`config.mk`:
```
export PLATFORM = sky130hd
export DESIGN_NAME = scaler_output_framer
export DESIGN_NICKNAME = d
export VERILOG_FILES = /design/src/rtl/scaler_output_framer.sv
export SDC_FILE = /design/constraint.sdc
export NUM_CORES = 1
export LEC_CHECK = 0
export CAP_MARGIN = 20
export CORE_ASPECT_RATIO = 1.2
export CORE_MARGIN = 2
export CORE_UTILIZATION = 55
export CTS_CLUSTER_SIZE = 24
export DETAILED_ROUTE_END_ITERATION = 7
export PLACE_DENSITY_LB_ADDON = 0.3
export SYNTH_ARGS = -nofsm -noshare
export SYNTH_HDL_FRONTEND = slang
export SYNTH_SLANG_ARGS = --single-unit
```
`constraint.sdc`:
```
create_clock -name clk -period 9.74 [get_ports clk]
set_clock_uncertainty 0.15 [all_clocks]
set_input_delay 0.974 -clock clk [delete_from_list [all_inputs] [get_ports clk]]
set_output_delay 0.974 -clock clk [all_outputs]
set_load 0.005 [all_outputs]
```
`src/rtl/scaler_output_framer.sv`:
```
// Frames the scaler's pixel stream with sof/eol/eof flags and buffers it in a
// first-word-fall-through FIFO. Upstream is throttled through nextDin.
module scaler_output_framer #(
  parameter int DATA_WIDTH         = 8,
  parameter int CHANNELS           = 3,
  parameter int OUTPUT_X_RES_WIDTH = 11,
  parameter int OUTPUT_Y_RES_WIDTH = 11,
  parameter int FIFO_DEPTH_LOG2    = 4,
  parameter int SKID               = 4
) (
  input  logic                             clk,
  input  logic                             rst,
  input  logic                             start,
  input  logic [OUTPUT_X_RES_WIDTH-1:0]    outputXRes,
  input  logic [OUTPUT_Y_RES_WIDTH-1:0]    outputYRes,
  input  logic [DATA_WIDTH*CHANNELS-1:0]   dIn,
  input  logic                             dInValid,
  output logic                             nextDin,
  output logic [DATA_WIDTH*CHANNELS-1:0]   dOut,
  output logic                             dOutValid,
  input  logic                             dOutReady,
  output logic                             sof,
  output logic                             eol,
  output logic                             eof,
  output logic [FIFO_DEPTH_LOG2:0]         fifoLevel,
  output logic                             overflow,
  output logic                             frameDone
);

  localparam int PW    = DATA_WIDTH * CHANNELS;
  localparam int EW    = PW + 3;
  localparam int DEPTH = 1 << FIFO_DEPTH_LOG2;
  localparam logic [FIFO_DEPTH_LOG2:0] FULL_LEVEL = (FIFO_DEPTH_LOG2+1)'(DEPTH);
  localparam logic [FIFO_DEPTH_LOG2:0] REQ_LIMIT  = (FIFO_DEPTH_LOG2+1)'(DEPTH - SKID);

  typedef enum logic {
    IDLE   = 1'b0,
    ACTIVE = 1'b1
  } state_t;

  state_t state, state_next;

  logic [OUTPUT_X_RES_WIDTH-1:0] x_cnt, x_res;
  logic [OUTPUT_Y_RES_WIDTH-1:0] y_cnt, y_res;
  logic [FIFO_DEPTH_LOG2-1:0]    rd_ptr, wr_ptr;
  logic [FIFO_DEPTH_LOG2:0]      level;
  logic [EW-1:0]                 mem [DEPTH];
  logic [EW-1:0]                 head;

  logic full, push, drop, pop, in_active, frame_start;
  logic at_first, at_eol, at_eof;

  assign full     = (level == FULL_LEVEL);
  assign pop      = (level != '0) && dOutReady;
  assign at_first = (x_cnt == '0) && (y_cnt == '0);
  assign at_eol   = (x_cnt == x_res);
  assign at_eof   = at_eol && (y_cnt == y_res);

  // NOTE: sequential blocks use non-blocking assignments so every register
  // samples the pre-edge values of the others, independent of block order.
  always_ff @(posedge clk) begin
    if (rst) state <= IDLE;
    else     state <= state_next;
  end

  // NOTE: every always_comb output gets a default first so no path can infer a latch.
  always_comb begin
    state_next = state;
    case (state)
      IDLE:   if (start)         state_next = ACTIVE;
      ACTIVE: if (push && at_eof) state_next = IDLE;
    endcase
  end

  // start is only honoured in IDLE; the input side is only open in ACTIVE.
  always_comb begin
    in_active   = 1'b0;
    frame_start = 1'b0;
    push        = 1'b0;
    drop        = 1'b0;
    case (state)
      IDLE:   frame_start = start;
      ACTIVE: begin
        in_active = 1'b1;
        push      = dInValid && !full;
        drop      = dInValid && full;
      end
    endcase
  end

  always_ff @(posedge clk) begin
    if (rst) begin
      x_cnt <= '0;
      y_cnt <= '0;
      x_res <= '0;
      y_res <= '0;
    end else if (frame_start) begin
      x_res <= outputXRes;
      y_res <= outputYRes;
      x_cnt <= '0;
      y_cnt <= '0;
    end else if (push) begin
      if (at_eol) begin
        x_cnt <= '0;
        y_cnt <= y_cnt + 1'b1;
      end else begin
        x_cnt <= x_cnt + 1'b1;
      end
    end
  end

  // NOTE: the storage array is deliberately not reset; pointers and level
  // alone decide which entries are meaningful.
  always_ff @(posedge clk) begin
    if (push) mem[wr_ptr] <= {at_first, at_eol, at_eof, dIn};
  end

  // Pointers wrap naturally at their FIFO_DEPTH_LOG2-bit width.
  always_ff @(posedge clk) begin
    if (rst) begin
      wr_ptr <= '0;
      rd_ptr <= '0;
      level  <= '0;
    end else begin
      if (push) wr_ptr <= wr_ptr + 1'b1;
      if (pop)  rd_ptr <= rd_ptr + 1'b1;
      case ({push, pop})
        2'b10:   level <= level + 1'b1;
        2'b01:   level <= level - 1'b1;
        default: level <= level;
      endcase
    end
  end

  always_ff @(posedge clk) begin
    if (rst) begin
      nextDin   <= 1'b0;
      overflow  <= 1'b0;
      frameDone <= 1'b0;
    end else begin
      nextDin   <= in_active && (level < REQ_LIMIT);
      overflow  <= overflow | drop;
      frameDone <= push && at_eof;
    end
  end

  // Head entry is gated by dOutValid so dOut and flags read 0 when empty.
  assign head      = mem[rd_ptr];
  assign dOutValid = (level != '0);
  assign dOut      = dOutValid ? head[PW-1:0] : '0;
  assign sof       = dOutValid & head[PW+2];
  assign eol       = dOutValid & head[PW+1];
  assign eof       = dOutValid & head[PW];
  assign fifoLevel = level;

endmodule

```
# After elaboration in Yosys (flattened, before gate mapping)
# Memories as Yosys holds them, arrays and structs flattened. A register that Yosys moved wholly into a read port is not among the register bits.
# Cells that the tools add are included.
word_totals:
  register_bits: 61
  latch_bits: 0
  mem_bits_rw: 432
  romBits: 0
  in_bits: 51
  output_inout_bits: 36
  word_cells: 57
  n_memories: 1
mem_list:
  columns: ["name", "words", "width", "read_ports", "rd_clocked_by_memory_dff", "write_ports", "line_no", "source"]
  rows:
  - ["mem", 16, 27, 1, 1, 1, "47", "logic [EW-1:0] mem [DEPTH];"]
op_classes:
  add_sub_neg: 6
  mul: 0
  div_mod_pow: 0
  magnitude_cmp: 1
  n_eq_ne: 5
  n_shift: 0
  muxes: 14
  n_bitwise: 5
  n_reduce_logical: 14
ops:
  columns: ["op", "count"]
  rows:
  - ["$mux W24", 1]
  - ["$add A11 B1 Y11 const B", 2]
  - ["$eq A11 B11 Y1", 2]
  - ["$logic_not A11 Y1", 2]
  - ["$mux W11", 1]
  - ["$pmux W5 S2", 1]
  - ["$add A4 B1 Y4 const B", 2]
  - ["$mux W1", 8]
  - ["$mux W4", 2]
  - ["$logic_and A1 B1 Y1", 7]
  - ["$add A5 B1 Y5 const B", 1]
  - ["$eq A5 B5 Y1 const B", 1]
  - ["$lt A5 B4 Y1 const B", 1]
  - ["$reduce_bool A5 Y1", 1]
  - ["$sub A5 B1 Y5 const B", 1]
  - ["$and A1 B1 Y1", 3]
  - ["$eq A2 B1 Y1 const B", 1]
  - ["$eq A2 B2 Y1 const B", 1]
  - ["$pmux W1 S2", 1]
  - ["$reduce_and A2 Y1", 1]
  - ["$reduce_bool A2 Y1", 1]
  - ["$reduce_or A2 Y1", 1]
  - ["$logic_not A1 Y1", 1]
  - ["$not A1 Y1", 1]
  - ["$or A1 B1 Y1", 1]

# Depth between registers and ports, before layout
# Gate-level depths: netlist (run 1).
logic_depth:
  ltp_word: 7
  mapped_depth: 15
  mapped_depth_nobuf: 11

# Least setup slack after synthesis (run 1)
# No wires, ideal clock.
synth_timing:
  kind: "input -> register"
  startpoint: "input port dInValid"
  endpoint: "memory mem[0][0] (netlist bit), enable pin"
  arrival_ps: 3585
  required_ps: 9145
  slack_ps: 5560
  stages: 5
  n_path_buf: 1
  cell_sequence: "nand2_1 -> a21oi_2 -> clkbuf_1 -> nand2_1 -> nor3_1"
synth_via:
  elab_chain_cells: 4
synth_lines:
  columns: ["element", "line_no", "source"]
  rows:
  - ["start: declaration", "17", "input logic dInValid,"]
  - ["$logic_and A1 B1 Y1", "85", "push = dInValid && !full;"]
  - ["$mux W1", "81", "case (state)"]
  - ["$mux W1", "115", "if (push) mem[wr_ptr] <= {at_first, at_eol, at_eof, dIn};"]
  - ["$mux W1 (implied by the code)", "115", null]
  - ["end: declaration", "47", null]
# No other way between the ends.

==> results of run 1 <==
flip-flops by register name, indices dropped and copies added (netlist names), named ones only:
signal,cells
fifoLevel,5
frameDone,1
mem,432
nextDin,1
overflow,1
rd_ptr,4
state,1
wr_ptr,4
x_cnt,11
x_res,11
y_cnt,11
y_res,11
logic make-up after synthesis:
family | after synthesis
flip-flops | 497
multiplexers | 138
adder cells (fa/ha/maj) | 12
XOR/XNOR | 32
AND/OR/NAND/NOR | 211
buffers and inverters | 78
AO/OA/AOI/OAI | 77
critical path: stages, from the launching register on:
cell	delay, ns
dfxtp_4	0.80
buf_4	0.74
mux4_2	0.61
mux4_2	0.49
and2_1	0.22
clkdlybuf4s50_1	0.46
metal layers:
layer / track usage (%) / vias up / wire length (um)
met5: 0 / - / 13
met1: 30.41 / 5156 / 15730
li1: - / 4379 / -
met3: 3.816 / 60 / 2820
met4: 5.728 / 2 / 673
met2: 36.60 / 370 / 19940
cell type report:
cell class	instances	share of cell area, %
Multi-Input combinational cell	470	22.79
Sequential cell	497	63.48
Timing Repair Buffer	110	4.627
Clock inverter	19	0.5561
Tap cell	462	2.569
Inverter	15	0.2502
Clock buffer	63	5.728
power groups by stage:
stage | Combinational [mW] | Clock [mW] | Sequential (mW)
after floorplan | 0.489 | 0 | 2.41
after global placement | 0.802 | 0 | 2.45
after detailed placement | 0.812 | 0 | 2.45
after CTS | 0.817 | 1.71 | 2.40
after global routing | 0.870 | 1.79 | 2.41
final | 0.801 | 1.68 | 2.40
metrics by stage:
| step | std cells | utilization, % | setup slack (ns) | instance area, um2 | power, mW |
|---|---|---|---|---|---|
| after floorplan | 1045 | - | 5.560 | 19640 | 2.900 |
| after global placement | 1554 | 60.08 | 5.205 | 21090 | 3.250 |
| after detailed placement | 1554 | 60.08 | 5.131 | 21090 | 3.261 |
| after CTS | 1636 | 64.11 | 4.531 | 22500 | 4.932 |
| after global routing | 1636 | 64.11 | 4.395 | 22500 | 5.064 |
| final | 1636 | 64.11 | 4.661 | 22500 | 4.888 |
placed cells by master, fill, tap and decap left out, types with 9 or more instances in the layout:
master and n:
xor2_1 29, nand2_1 70, mux4_2 135, a21oi_1 40
and2_1 27, clkbuf_1 13, dfxtp_1 61, clkinv_1 9
nor2_1 23, nor2_4 12, ha_1 12, or4_1 14
buf_4 24, o31ai_1 9, clkbuf_16 49, clkdlybuf4s50_1 86
inv_1 13, nand3_1 21, edfxtp_1 432
worst min path at each step:
stage          slack (ns)       end     start
2_1_floorplan        0.30  y_res[0]  y_res[0]
6_report             0.31  x_res[7]  x_res[7]
5_1_grt              0.34  x_res[3]  x_res[3]
4_1_cts              0.32  x_res[7]  x_res[7]
3_5_place_dp         0.31  x_res[7]  x_res[7]
3_3_place_gp         0.31  x_res[7]  x_res[7]
cells in the mapped netlist, drive strengths merged (15+ instances only):
cell type    n
nor2        35
clkbuf      36
nand2       70
and2        27
dfxtp       65
buf         27
mux4       135
edfxtp     432
inv         15
xor2        29
nand3       22
a21oi       41
==> run metrics, run 1 <==
largest cells by area after synthesis=edfxtp_1 (66%), mux4_2 (15%), dfxtp_1 (6.6%), nand2_1 (1.3%), xor2_1 (1.3%); clk_lat worst skew=0.55 ns; final setup vio count=0; Port Buf Inserts=86; WS Path Type=flip-flop to output port; critical path data required time=8.62 ns; first-pass GRT wire length=60,160 um; final WL=39,170 um; number of synthesized flops with an enable pin=432; Post-synth ARST share=0%; status=finished, final reports clean; number of routed nets with antenna violations=0; CTS Buf Count=46; synthesis-to-layout area growth=14.57%; Max Cap Viol=0; Startpoint Class=flip-flop; Placer Congestion=0.7777; initial antenna violation count=1; vias in the first global route=10.11k; drc violations=0; storage element area=14,280 um2; core area=35,100 um2; CTS root buf=clkbuf_16; per-cell routed wire length=23.94 um; post-CTS setup buffer count=0; area occupied by multi-input gates=5127 um2; placement row count=75; Seq pwr share=49.1%; Syn Nets=1,108; sequential fraction of the synthesis area=72.68%; Detailed Routing Iterations Pass 1=5; flop-to-flop setup slack=6.04 ns; DR iter-0 viols=998; Worst setup EP type=output port; post_cts resized=0; Synth Area per Inst=18.79 um2; Post-synth top flop=edfxtp_1; TNS Setup=0 ns; DP HPWL=20,270 um; Synth Area in XOR/XNOR=1.427%; Worst-path clk slew=0.06 ns; die area=37,240 um2; Worst VDD drop=0.2499 mV; grt total ovfl=0; Syn Inst Count=1,045; Sink Count=497; layout cell share with drive strength beyond 1=21.04%; largest family of logic cells by synthesized area=multiplexers; Hold Path Depth=2; diode count=0; Synth warnings=0; fin. max-slew vios=0; Internal=3.739 mW; worst setup path endpoint=sof; HP Class=flip-flop to flip-flop; Initial Util=55.96%; RSZ-0062 raised after global routing=no; adder-cell share of the synthesized area=0.7645%; Unique masters post-synth=46; vias=9,967; DR vias/cell=6.092; clock share of power=34.5%; I/O pin cnt=87; CP arrival=3.95 ns; Final Hold Fails=0; switching pwr=1.149 mW; hold_buf cts=0; worst r2r dst=fifoLevel[4]; multiplexer area fraction after synthesis=15.63%; synthesized area=19,640 um2; DIE WIDTH=176.5 um; clock tree buffer depth=3; crit path time final=5.079 ns; leak pwr=6.992 nW; post-synth top area share=66.06%; WHS=0.3141 ns; net count reported at finish=1,203; CTS tree=yes; P per Cell Area=217.2 nW/um2; Slew headroom=29.98%; Achievable Freq=0.1969 GHz; H-tree depth=2; complex-gate fraction of the synthesized area=2.313%; Yosys reg bits=497; largest net degree at the start of global routing=62; Logic pwr share=16.4%; crit share post-route=52.14%; Fillers=2,373; worst-path maximum fanout=40; Least-Margin Pin Slew=1.050 ns; RR Startpoint=fifoLevel[2]; Sw Share=23.50%; die height=211 um; largest area contributor in the netlist=edfxtp_1; worst reg2reg path depth=11; gr usage total=21.95%; post-synthesis simple-gate area fraction=5.409%
Note: power is estimated with default switching activity, not from simulation.
==> inputs of run 2 (changes only) <==
- CORE_UTILIZATION: 55 -> 54
- clock period: 9.74 -> 4.6 ns (I/O delays scaled with it)
==> run metrics, run 2 (synthesized netlist as in run 1, its figures left out) <==
Internal=8.132 mW; status=finished, final reports clean; DP HPWL=21,960 um; area occupied by multi-input gates=5127 um2; commonest non-fill, non-tap cell in the layout=edfxtp_1; per-cell routed wire length=24.42 um; Worst path top cell family by delay=multiplexers; DR vias/cell=6.069; Slew headroom=30.55%; Achievable Freq=0.2495 GHz; Crit-path slowest cell=dfxtp_4; largest net degree at the start of global routing=45; Seq pwr share=47.8%; Design Area, Final=22,690 um2; gr usage total=22.15%; most frequent cells in the layout=edfxtp_1 (432), mux4_2 (135), clkdlybuf4s50_1 (86), nand2_1 (70), dfxtp_1 (61); WS Path Type=flip-flop to output port; synthesis-to-layout area growth=15.53%; Placement Cell Area=21,170 um2; CTS tree=yes; DIE WIDTH=178.1 um; flop-to-flop setup slack=1.39 ns; Hold Startpoint=outputYRes[5]; Worst-path clk slew=0.06 ns; CTS Buf Count=47; diode count=0; Sw Share=23.50%; Detailed Routing Iterations Pass 1=5; I/O pin cnt=87; Port Buf Inserts=86; Final Hold Fails=0; leak pwr=7.092 nW; crit path cell chain=buf_4 > mux4_2 > mux4_2 > and2_1 > clkdlybuf4s50_1; worst reg2reg path depth=11; CTS root buf=clkbuf_16; DR iter-0 viols=913; post_cts resized=0; first-pass GRT wire length=61,830 um; H-tree depth=2; Placer Congestion=0.7966; final WL=40,260 um; Worst setup EP type=output port; critical path depth=5; CP arrival=3.40 ns; Hold Path Depth=3; most common cell type on the critical path=mux4_2; crit share post-route=87.13%; worst-path maximum fanout=27; critical path data required time=3.99 ns; HP Class=input pin to flip-flop; grt total ovfl=0; RSZ-0062 raised after global routing=no; placement row count=76; die height=212.9 um; fin. max-slew vios=0; Sink Count=497; Largest Register=mem; CP bufs+invs=2; vias in the first global route=10.25k; Max Cap Viol=0; crit path time final=4.008 ns; TNS Setup=0 ns; hold_buf cts=0; Least-Margin Pin Slew=1.042 ns; number of routed nets with antenna violations=0; switching pwr=2.497 mW; core area=35,850 um2; Min-Delay Endpoint=y_res[5]; net count reported at finish=1,209; Fillers=2,395; WHS=0.2976 ns; clk_lat worst skew=0.55 ns; worst r2r dst=fifoLevel[4]; layout cell share with drive strength beyond 1=22.35%; Startpoint Class=flip-flop; CP peak stage delay=0.71 ns; die area=37,920 um2; Initial Util=54.78%; P per Cell Area=468.5 nW/um2; clock share of power=35.8%; post-CTS setup buffer count=0; RR Startpoint=fifoLevel[2]; initial antenna violation count=1; max FFs per register=432; clock tree buffer depth=3; Worst VDD drop=0.3152 mV; drc violations=0; final setup vio count=0; storage element area=14,280 um2; vias=10.01k; Logic pwr share=16.4%
run 2: cell count changes in the layout (fill, tap and decap cells not counted), moves of 2 or more:
cell	delta
clkbuf_8	+2
clkbuf_1	-6
bufinv_16	+4
clkinv_1	-4
clkinv_2	+7
buf_4	+2
clkbuf_16	-2
buf_12	+3
run 2: metrics by stage:
| step | utilization, % | power, mW | setup slack, ns | cells |
|---|---|---|---|---|
| floorplan | - | 6.139 | 0.8157 | 1045 |
| global placement | 59.05 | 6.915 | 1.129 | 1565 |
| detailed placement | 59.05 | 6.946 | 1.089 | 1565 |
| CTS | 63.29 | 10.74 | 0.4905 | 1649 |
| global route | 63.29 | 11.02 | 0.3965 | 1649 |
| finish | 63.29 | 10.63 | 0.5921 | 1649 |
run 2: area by class of cell:
cell class | instances | area share, %
well taps | 468 | 2.581
inverters | 15 | 0.2482
repair buffers | 115 | 4.919
clock buffers | 57 | 5.481
flip-flops and latches | 497 | 62.95
multi-input cells | 470 | 22.60
clock inverters | 27 | 1.219
run 2: layer usage:
layer  vias up  part of all wire [%]  global-route usage [%]
li1       4392                     -                       -
met1      5179                    39                   29.35
met2       376                    53                   38.67
met3        58                   6.3                   3.472
met4         2                   1.8                   5.568
met5         -                 0.032                       0
run 2: worst reg2reg max path, cell delays in order (launching register included):
cell      delay [ns]
dfxtp_1         0.54
nor4_2          0.14
a21oi_2         0.62
inv_2           0.10
ha_1            0.32
xor2_1          0.17
ha_1            0.18
a21oi_1         0.24
o22ai_1         0.13
a222oi_1        0.32
o21ai_0         0.13
o31ai_1         0.08
run 2: power groups by stage:
stage | registers (mW) | logic [mW] | clock network (mW)
6_report | 5.08 | 1.74 | 3.81
5_1_grt | 5.09 | 1.89 | 4.04
4_1_cts | 5.08 | 1.78 | 3.88
3_5_place_dp | 5.18 | 1.77 | 0
3_3_place_gp | 5.17 | 1.74 | 0
2_1_floorplan | 5.10 | 1.04 | 0
run 2: how the worst max path moves through the flow:
stage / to / slack, ns
global route: dOut[5] / 0.40
detailed placement: mem[4][24] / 1.09
floorplan: mem[0][0] / 0.82
finish: dOut[5] / 0.59
global placement: fifoLevel[4] / 1.13
CTS: dOut[5] / 0.49
